===== src/rtl/universal_shift_reg_pkg.sv =====
`default_nettype none
// ============================================================================
// Module   : universal_shift_reg_pkg
// Purpose  : Shared op / state encodings for the universal shift register.
// Revision : 1.0
// ============================================================================
package universal_shift_reg_pkg;

  typedef logic [2:0] op_t;

  localparam op_t OP_HOLD = 3'b000;
  localparam op_t OP_LOAD = 3'b001;
  localparam op_t OP_SHL  = 3'b010;
  localparam op_t OP_SHR  = 3'b011;
  localparam op_t OP_ROL  = 3'b100;
  localparam op_t OP_ROR  = 3'b101;
  localparam op_t OP_ASR  = 3'b110;
  localparam op_t OP_CLR  = 3'b111;

  typedef logic [0:0] state_t;

  localparam state_t ST_IDLE = 1'b0;
  localparam state_t ST_RUN  = 1'b1;

  // Only the shift/rotate family can be repeated by the sequencer.
  function automatic logic is_multi(input op_t o);
    return (o >= OP_SHL) && (o <= OP_ASR);
  endfunction

endpackage
`default_nettype wire


===== src/rtl/universal_shift_reg_shift_unit.sv =====
`default_nettype none
// ============================================================================
// Module   : universal_shift_reg_shift_unit
// Purpose  : Combinational next-value generator for one application of op.
// Revision : 1.0
// ============================================================================
module universal_shift_reg_shift_unit
  import universal_shift_reg_pkg::*;
#(
  parameter int WIDTH = 8
) (
  input  logic [2:0]       op,
  input  logic [WIDTH-1:0] q,
  input  logic             si_l,
  input  logic             si_r,
  input  logic [WIDTH-1:0] d,
  output logic [WIDTH-1:0] next_q
);

  always_comb begin
    next_q = q;
    case (op)
      OP_HOLD: next_q = q;
      OP_LOAD: next_q = d;
      OP_SHL:  next_q = {q[WIDTH-2:0], si_r};
      OP_SHR:  next_q = {si_l, q[WIDTH-1:1]};
      OP_ROL:  next_q = {q[WIDTH-2:0], q[WIDTH-1]};
      OP_ROR:  next_q = {q[0], q[WIDTH-1:1]};
      OP_ASR:  next_q = {q[WIDTH-1], q[WIDTH-1:1]};
      OP_CLR:  next_q = '0;
      default: next_q = q;
    endcase
  end

endmodule
`default_nettype wire


===== src/rtl/universal_shift_reg.sv =====
`default_nettype none
// ============================================================================
// Module   : universal_shift_reg
// Purpose  : WIDTH-bit register with single-cycle ops and a shift-by-N sequencer.
// Revision : 1.0
// ============================================================================
module universal_shift_reg
  import universal_shift_reg_pkg::*;
#(
  parameter int WIDTH = 8,
  parameter int AW    = 4
) (
  input  logic             clk,
  input  logic             reset_n,
  input  logic             en,
  input  logic [2:0]       op,
  input  logic [WIDTH-1:0] d,
  input  logic             si_l,
  input  logic             si_r,
  input  logic             start,
  input  logic [AW-1:0]    amt,
  output logic [WIDTH-1:0] q,
  output logic [WIDTH-1:0] q_bar,
  output logic             so_l,
  output logic             so_r,
  output logic             busy,
  output logic             done
);

  state_t           r_state, w_state_nxt;
  op_t              r_op, w_op_nxt;
  logic [AW-1:0]    r_cnt, w_cnt_nxt;
  logic [WIDTH-1:0] r_q, w_q_nxt;
  logic             r_done, w_done_nxt;

  op_t              w_su_op;
  logic [WIDTH-1:0] w_su_q;

  // The same shifter serves both paths; RUN replays the latched op.
  assign w_su_op = (r_state == ST_RUN) ? r_op : op;

  universal_shift_reg_shift_unit #(
    .WIDTH (WIDTH)
  ) u_shift_unit (
    .op     (w_su_op),
    .q      (r_q),
    .si_l   (si_l),
    .si_r   (si_r),
    .d      (d),
    .next_q (w_su_q)
  );

  always_ff @(posedge clk or negedge reset_n) begin
    if (!reset_n) begin
      r_state <= ST_IDLE;
      r_op    <= OP_HOLD;
      r_cnt   <= '0;
      r_q     <= '0;
      r_done  <= 1'b0;
    end else begin
      r_state <= w_state_nxt;
      r_op    <= w_op_nxt;
      r_cnt   <= w_cnt_nxt;
      r_q     <= w_q_nxt;
      r_done  <= w_done_nxt;
    end
  end

  always_comb begin
    w_state_nxt = r_state;
    w_op_nxt    = r_op;
    w_cnt_nxt   = r_cnt;
    w_q_nxt     = r_q;
    w_done_nxt  = 1'b0;
    case (r_state)
      ST_IDLE: begin
        if (start && is_multi(op)) begin
          // A zero count completes immediately without touching q.
          if (amt != '0) begin
            w_state_nxt = ST_RUN;
            w_op_nxt    = op;
            w_cnt_nxt   = amt;
          end else begin
            w_done_nxt  = 1'b1;
          end
        end else if (en) begin
          w_q_nxt = w_su_q;
        end
      end
      ST_RUN: begin
        w_q_nxt   = w_su_q;
        w_cnt_nxt = r_cnt - 1'b1;
        if (r_cnt == AW'(1)) begin
          w_state_nxt = ST_IDLE;
          w_done_nxt  = 1'b1;
        end
      end
      default: w_state_nxt = ST_IDLE;
    endcase
  end

  always_comb begin
    q     = r_q;
    q_bar = ~r_q;
    so_l  = r_q[WIDTH-1];
    so_r  = r_q[0];
    busy  = (r_state == ST_RUN);
    done  = r_done;
  end

endmodule
`default_nettype wire


===== config.mk =====
export PLATFORM = sky130hd
export DESIGN_NAME = universal_shift_reg
export DESIGN_NICKNAME = d
export VERILOG_FILES = /design/src/rtl/universal_shift_reg_pkg.sv /design/src/rtl/universal_shift_reg_shift_unit.sv /design/src/rtl/universal_shift_reg.sv
export SDC_FILE = /design/constraint.sdc
export NUM_CORES = 1
export LEC_CHECK = 0
export CORE_ASPECT_RATIO = 1.2
export CORE_MARGIN = 3
export CORE_UTILIZATION = 25
export DETAILED_ROUTE_END_ITERATION = 12
export GPL_ROUTABILITY_DRIVEN = 0
export PLACE_DENSITY = 0.62
export SLEW_MARGIN = 40
export SYNTH_ARGS = -nofsm -noshare
export SYNTH_HDL_FRONTEND = slang
export SYNTH_SLANG_ARGS = --single-unit

===== constraint.sdc =====
create_clock -name clk -period 1.8 [get_ports clk]
set_clock_uncertainty 0.1 [all_clocks]
set_input_delay 0.18 -clock clk [delete_from_list [all_inputs] [get_ports clk]]
set_output_delay 0.18 -clock clk [all_outputs]
set_load 0.02 [all_outputs]

# --- Word-level counts from Yosys, hierarchy flattened ---
# Cells that the tools add are included.
word_totals:
  word_cells: 45
  regBits: 17
  input_bits: 21
classes:
  n_addsub: 1
  n_lt_le_gt_ge: 2
  mux: 16
  n_bitwise: 2
  eq_ne: 12
  n_reduce_logical: 7
op_table:
  columns: ["op", "n"]
  rows:
  - ["8-bit one-hot mux with 8 select lines", 1]
  - ["8-bit two-way mux", 2]
  - ["8-bit one-hot mux with 2 select lines", 1]
  - ["3-bit == test (second input constant)", 4]
  - ["4-bit two-way mux", 2]
  - ["2-bit != test (second input constant)", 4]
  - ["8-bit inverter", 1]
  - ["4-bit one-hot mux with 2 select lines", 1]
  - ["3-bit by 2-bit == test with 1-bit output (second input constant)", 2]
  - ["1-bit two-way mux", 6]
  - ["4-bit by 1-bit == test with 1-bit output (second input constant)", 1]
  - ["1-bit one-hot mux with 2 select lines", 2]
  - ["2-bit AND reduction", 2]
  - ["4-bit nonzero test", 1]
  - ["4-bit by 1-bit subtractor with 4-bit output (second input constant)", 1]
  - ["3-bit by 1-bit == test with 1-bit output (second input constant)", 1]
  - ["3-bit by 2-bit greater-or-equal comparator with 1-bit output (second input constant)", 1]
  - ["3-bit <= comparator (second input constant)", 1]
  - ["3-bit zero test", 1]
  - ["3-bit two-way mux", 1]
  - ["3-bit AND reduction", 1]
  - ["1-bit logical AND", 2]
  - ["1-bit inverter", 1]

# --- Longest topological paths before layout ---
# Gate-level depths: netlist of run 1.
logic_depth:
  ltp_word: 6
  ltp_mapped: 7
  depth_no_buf: 5

# --- Hierarchy ---
# Synthesis of run 1 repeated with hierarchy kept, for this count alone.
hier_totals:
  cells_unflattened: 139
  hier_area_um2: 1346.3
modules_own_cells:
  columns: ["module", "area_each_um2", "seq_area_each_um2", "cells_each", "n_inst"]
  rows:
  - ["universal_shift_reg", 935.9, 425.4, 79, 1]
  - ["universal_shift_reg_shift_unit", 410.4, 0.0, 60, 1]

# --- Worst setup path before layout of run 1 ---
# No wires, ideal clock.
synth_timing:
  path_kind: "flip-flop to flip-flop"
  startpoint: "register r_state, in the netlist busy"
  endpoint: "register r_q[7], in the netlist q[7]"
  setup_slack_ns: -0.022
  period_less_slack_ns: 1.822
  path_stages_with_launch: 6
  setup_time_ns: 0.128
  path_buffers: 0
  arrival_time_ns: 1.594
  cell_sequence: "dfrtp_1 -> nand2b_1 -> o32ai_2 -> a211o_2 -> a21oi_1 -> mux2_1"
synth_via:
  elab_chain_cells: 6
  word_cells_on_any_way: 17
synth_lines:
  columns: ["item", "line_no", "source"]
  rows:
  - ["start: declaration", "universal_shift_reg.sv:30", "state_t r_state, w_state_nxt;"]
  - ["start signal: assignment", "universal_shift_reg.sv:61", "r_state <= w_state_nxt;"]
  - ["3-bit two-way mux", "universal_shift_reg.sv:40", "assign w_su_op = (r_state == ST_RUN) ? r_op : op;"]
  - ["3-bit == test (tied with other cells)", "universal_shift_reg_shift_unit.sv:22", "case (op)"]
  - ["8-bit one-hot mux with 8 select lines", "universal_shift_reg_shift_unit.sv:22", null]
  - ["8-bit two-way mux", "universal_shift_reg.sv:86", "end else if (en) begin"]
  - ["8-bit two-way mux", "universal_shift_reg.sv:77", "if (start && is_multi(op)) begin"]
  - ["8-bit one-hot mux with 2 select lines", "universal_shift_reg.sv:75", "case (r_state)"]
  - ["end signal: assignment", "universal_shift_reg.sv:64", "r_q <= w_q_nxt;"]
  - ["end: declaration", "universal_shift_reg.sv:33", "logic [WIDTH-1:0] r_q, w_q_nxt;"]
# Several ways; a longest one is shown, not always the timed one. The select of a mux whose other input is x is not followed.
# A chain may end at the register's enable or synchronous reset.

# --- Final worst setup path of run 1 ---
layout_timing:
  startpoint: "register r_state, in the netlist busy"
  endpoint: "register r_q[0], in the netlist q[0]"
# Same word-level chain as after synthesis.

==> results.yml, run 1 <==
timing:
  setup_viol: 0
  tightest_slew_ns: 0.425
  post-route-period-util_pct: 96.8
  period_needed_ns: 1.74
  setup_ws_ns: 0.0576
  rsz0062_at_grt: "true"
  slew_violations: 0
  max_freq_mhz: 574
  slew_headroom_pct: 71.6
  hold_viol: 0
floorplan:
  fp.dieW_um: 67.3
  pin_count: 41
  die_h_um: 79.6
  start_util_pct: 26.3
  dieArea_um2: 5360
  core_um2: 4290
  row_count: 26
placed_design:
  dp_slack_ns: -0.257
  dp.cells: 228
  hpwl_um: 2350
  portBuffers: 40
routing:
  vias_per_cell: 4.69
  drc: 0
  num_vias: 1093
  routed_wl_um: 3060
  routedWlPerCell_um: 13.1
  dr.pass1.iters: 4
  ant_nets: 0
  drtIter0Drc: 45
synthesis:
  async_reset_ff_share_pct: 100
  yosysTopAreaCellShare_pct: 37.7
  syn_area_um2: 1130
  syn_inst: 122
  synth_edf_count: 0
  synth_top_area_cell: "dfrtp_1"
  ys_seq_elements: 17
  ys.flop_type: "dfrtp_1"
  syn_area_per_cell_um2: 9.25
  ys_seq_area_share_pct: 37.7
  synthDistinctLibCells: 41
  synth_area_leaders: "dfrtp_1 38%, o31ai_1 4.7%, a221oi_1 4.7%, inv_1 4.3%, nor2_1 4.0%"
  yosys_warnings: 0
  synthesis.nets: 145
grt:
  grt_pass1_vias: 1116
  grt-ovfl-total: 0
  track_usage_pct: 12.3
  grt_max_degree: 18
  antenna_found_initial: 0
  grt_pass1_wl_um: 5080
worst_setup_path:
  rr_worst_depth: 6
  cp-end-kind: "flop"
  required_ns: 1.85
  crit_fanout: 7
  worstPathArrival_ns: 1.79
  criticalPathCategory: "flop to flop"
  cp-start-kind: "flop"
finish:
  seq_area_um2: 427
  utilization_pct: 40.9
  multi_input_area_um2: 623
  synthToLayoutAreaGrowth_pct: 55.8
  layout_commonest_cell: "clkdlybuf4s50_1"
  fin_cells: 233
  n_antenna_cell: 0
  final_cell_mix: "38 x clkdlybuf4s50_1, 17 x buf_4, 16 x dfrtp_1"
  fillers: 439
  fin_nets: 201
  drive_gt1_share_pct: 20.9
outcome:
  status: "completed"
cts:
  cts_root_buf: "clkbuf_8"
  cts_made_buffers: 3
  hold_buffers: 0
  htreeDepth: 1
  clock_sinks: 17
  cts_max_path_buffers: 2
  cts_tree: "done"
  clk_latency_ns: 0.26
  clk_pin_slew_ns: 0.07
job:
  drv_cap: 0
power_and_ir_drop:
  p_per_area_nw_per_um2: 1970
  power.total_mw: 3.47
  p_leak_nw: 0.758
  vdd_drop_max_uv: 553
worst_hold_path:
  hold_path_class: "input pin to asynchronous set/reset pin"
## Yosys cell counts (all sizes together) (3+ instances only)
cell type	count
inv	13
o31ai	7
mux2	5
a211oi	3
nor3	3
nor2	12
a221oi	6
nand2	11
o21ai	4
a21oi	4
buf	7
nand2b	3
dfrtp	17
## where the power goes
part / internal, mW / switching (mW)
sequential: 0.592 / 0.235
combinational: 1.19 / 1.16
clock: 0.158 / 0.141
total: 1.94 / 1.53
## critical path, cell delays in order, from the launching register on
cell      delay [ns]
dfrtp_2         0.46
buf_6           0.15
or4b_1          0.49
o211ai_1        0.11
a21oi_1         0.07
a211oi_2        0.16
o31ai_1         0.09
## metal layers
metal / global-route usage [%] / wire length, um
met5: 0 / 0
met4: 3.65 / 42
met3: 3.10 / 169
met2: 21.8 / 1580
met1: 14.2 / 1270
## cells by family after synthesis
logic type	after synthesis	share of synthesized area [%]
AOI/OAI and AO/OA	34	23.7
DFF	17	37.7
xor gates and xnor gates	3	2.33
adders and majority gates	2	2.22
and+or+nand+nor	39	17.2
muxes	7	7.09
buffers and inverters	20	9.76
## area by class of cell
cell class,count,area share (%)
clock buffer,4,2.56
inverter,13,2.78
multi-input combinational,85,35.4
sequential,17,24.3
tap,56,3.99
timing repair buffer,58,31.0
## final timing paths
| path | from | to | slack, ns |
|---|---|---|---|
| worst max-delay path | busy | q[0] | 0.06 |
| max in group asynchronous | reset_n | busy | 1.23 |
| min in group clk | op[0] | r_op[0] | 0.20 |
| worst max register to register | busy | q[0] | 0.06 |
| worst min register to register | r_cnt[0] | r_cnt[0] | 0.44 |
| worst min-delay path | reset_n | q[4] | 0.15 |
## sequential cells by signal (all words and copies together), names as in the netlist
name,cells
r_op,3
busy,1
r_cnt,4
done,1
q,8
## metrics by stage
| step | hold WS [ns] | instance area [um2] | TNS (ns) |
|---|---|---|---|
| 5_1_grt | 0.167 | 1760 | -0.0424 |
| 2_1_floorplan | -0.216 | 1130 | 0 |
| 4_1_cts | 0.161 | 1720 | 0 |
| 3_3_place_gp | 0.418 | 1670 | -2.13 |
| 6_report | 0.153 | 1760 | 0 |
| 3_5_place_dp | 0.424 | 1670 | -2.28 |
## what timing repair did
action                                  CTS  global route
resized for setup                         2             8
gates cloned                              0             0
setup buffers                             0             1
endpoints found under the setup margin    4            11
(Power assumes the default switching activity.)
==> run 2: changes to the inputs <==
Settings changed: GPL_ROUTABILITY_DRIVEN 0 to not set.
==> results of run 2 <==
Same layout as run 1: the final DEF is identical, and so are final timing and power.
==> run 3: changes to the inputs <==
Settings changed: CELL_PAD_IN_SITES_DETAIL_PLACEMENT set to 1, CELL_PAD_IN_SITES_GLOBAL_PLACEMENT set to 2, CORE_UTILIZATION 25 to 23, PLACE_DENSITY 0.62 to 0.85.
==> results.yml, run 3 (same netlist as run 1, synthesis figures left out) <==
power_and_ir_drop:
  p_per_area_nw_per_um2: 2020
  vdd_drop_max_uv: 704
  p_leak_nw: 0.761
finish:
  final_cell_mix: "38 x clkdlybuf4s50_1, 18 x buf_4, 15 x dfrtp_1"
  multi_input_area_um2: 649
  n_antenna_cell: 0
  largest_register_ffs: 8
  drive_gt1_share_pct: 22.0
  layout_commonest_cell: "clkdlybuf4s50_1"
  stdcell_area_um2: 1780
  seq_area_um2: 428
  utilization_pct: 38.2
  fillers: 557
  synthToLayoutAreaGrowth_pct: 57.8
  fin_nets: 201
grt:
  grt_pass1_wl_um: 5600
  track_usage_pct: 12.0
  grt_max_degree: 15
  grt-ovfl-total: 0
  antenna_found_initial: 0
  grt_pass1_vias: 1221
cts:
  cts_tree: "done"
  cts_root_buf: "clkbuf_8"
  cts_made_buffers: 3
  cts_max_path_buffers: 2
  clock_sinks: 17
  clk_latency_ns: 0.26
  clk_pin_slew_ns: 0.07
  hold_buffers: 0
  htreeDepth: 1
placed_design:
  portBuffers: 40
  placed_cell_area_um2: 1680
  globalplace.congestion: 0.802
  hpwl_um: 2780
routing:
  routedWlPerCell_um: 14.7
  num_vias: 1148
  routed_wl_um: 3450
  ant_nets: 0
  vias_per_cell: 4.89
  drc: 0
  drtIter0Drc: 23
  dr.pass1.iters: 4
timing:
  slew_headroom_pct: 71.6
  slew_violations: 0
  period_needed_ns: 1.74
  tightest_slew_ns: 0.424
  max_freq_mhz: 576
  post-route-period-util_pct: 96.4
  rsz0062_at_grt: "true"
  hold_viol: 0
  setup_viol: 0
worst_setup_path:
  cpPeakStageDelay_ns: 0.46
  criticalPathCategory: "flop to flop"
  worstPathArrival_ns: 1.78
  crit_fanout: 10
  crit_top_cell: "buf_4"
  worstPathCellList: "buf_4 > nand3_1 > o21ai_2 > xnor2_1 > buf_4 > a221oi_1 > o31ai_1"
  cp-end-kind: "flop"
  critPathSlowestCell: "dfrtp_2"
  required_ns: 1.85
  cp-start-kind: "flop"
floorplan:
  core_um2: 4660
  row_count: 27
  pin_count: 41
  dieArea_um2: 5790
  die_h_um: 82.7
  start_util_pct: 24.2
  fp.dieW_um: 69.9
job:
  drv_cap: 0
worst_hold_path:
  hold_path_class: "input pin to asynchronous set/reset pin"
outcome:
  status: "completed"
[run 3: cell count changes in the layout (fill, tap and decap cells not counted), sizes merged]
| cell | delta |
|---|---|
| dlygate4sd2 | +1 |
| dlymetal6s2s | -1 |
[run 3: cell type report]
cell class / count / share of cell area [%]
multi-input combinational: 85 / 36.5
timing repair buffer: 58 / 30.1
sequential: 17 / 24.0
tap: 58 / 4.08
inverter: 13 / 2.74
clock buffer: 4 / 2.53
[run 3: stage by stage]
stage	cells	hold WS [ns]	setup WS, ns	setup TNS [ns]	power, mW
floorplan	122	-0.216	0.0317	0	2.24
global placement	231	0.408	-0.191	-2.07	3.07
detailed placement	231	0.418	-0.286	-2.81	3.17
CTS	235	0.134	0.0287	0	3.48
global route	235	0.138	-0.0453	-0.126	3.87
finish	235	0.115	0.0650	0	3.60
[run 3: timing repair]
item,4_1_cts,5_1_grt
gates resized for setup,2,11
gates cloned,0,0
pin swaps,0,1
setup endpoints to repair,7,11
setup buffers,0,0
[run 3: worst paths after layout]
check | from | endpoint | slack [ns] | cells after the start
worst max-delay path | busy | q[4] | 0.06 | 7
worst min-delay path | reset_n | r_cnt[3] | 0.11 | 1
worst max register to register | busy | q[4] | 0.06 | 7
worst min register to register | r_cnt[0] | r_cnt[0] | 0.46 | 1
max in group asynchronous | reset_n | r_op[1] | 0.98 | 2
min in group clk | op[1] | r_op[1] | 0.25 | 2
[run 3: metal layers]
| layer | global-route usage [%] | vias up | share of wire, % | wire length [um] |
|---|---|---|---|---|
| li1 | - | 552 | - | - |
| met1 | 13.9 | 564 | 43 | 1470 |
| met2 | 22.9 | 29 | 53 | 1820 |
| met3 | 1.57 | 3 | 3.6 | 123 |
| met4 | 4.02 | 0 | 1.1 | 38 |
| met5 | 0 | - | 0 | 0 |
[run 3: report_power, final]
part	switching, mW	internal, mW	leakage, nW
Clock	0.150	0.158	0.0228
Sequential	0.254	0.594	0.202
Combinational	1.22	1.22	0.537
[run 3: worst max-delay path, delay by kind of cell (launching register included)]
kind,cells,cell delay (ns)
AND/OR/NAND/NOR,1,0.09
XOR/XNOR,1,0.12
buffers and inverters,2,0.36
flip-flops,1,0.46
AO/OA/AOI/OAI,3,0.49
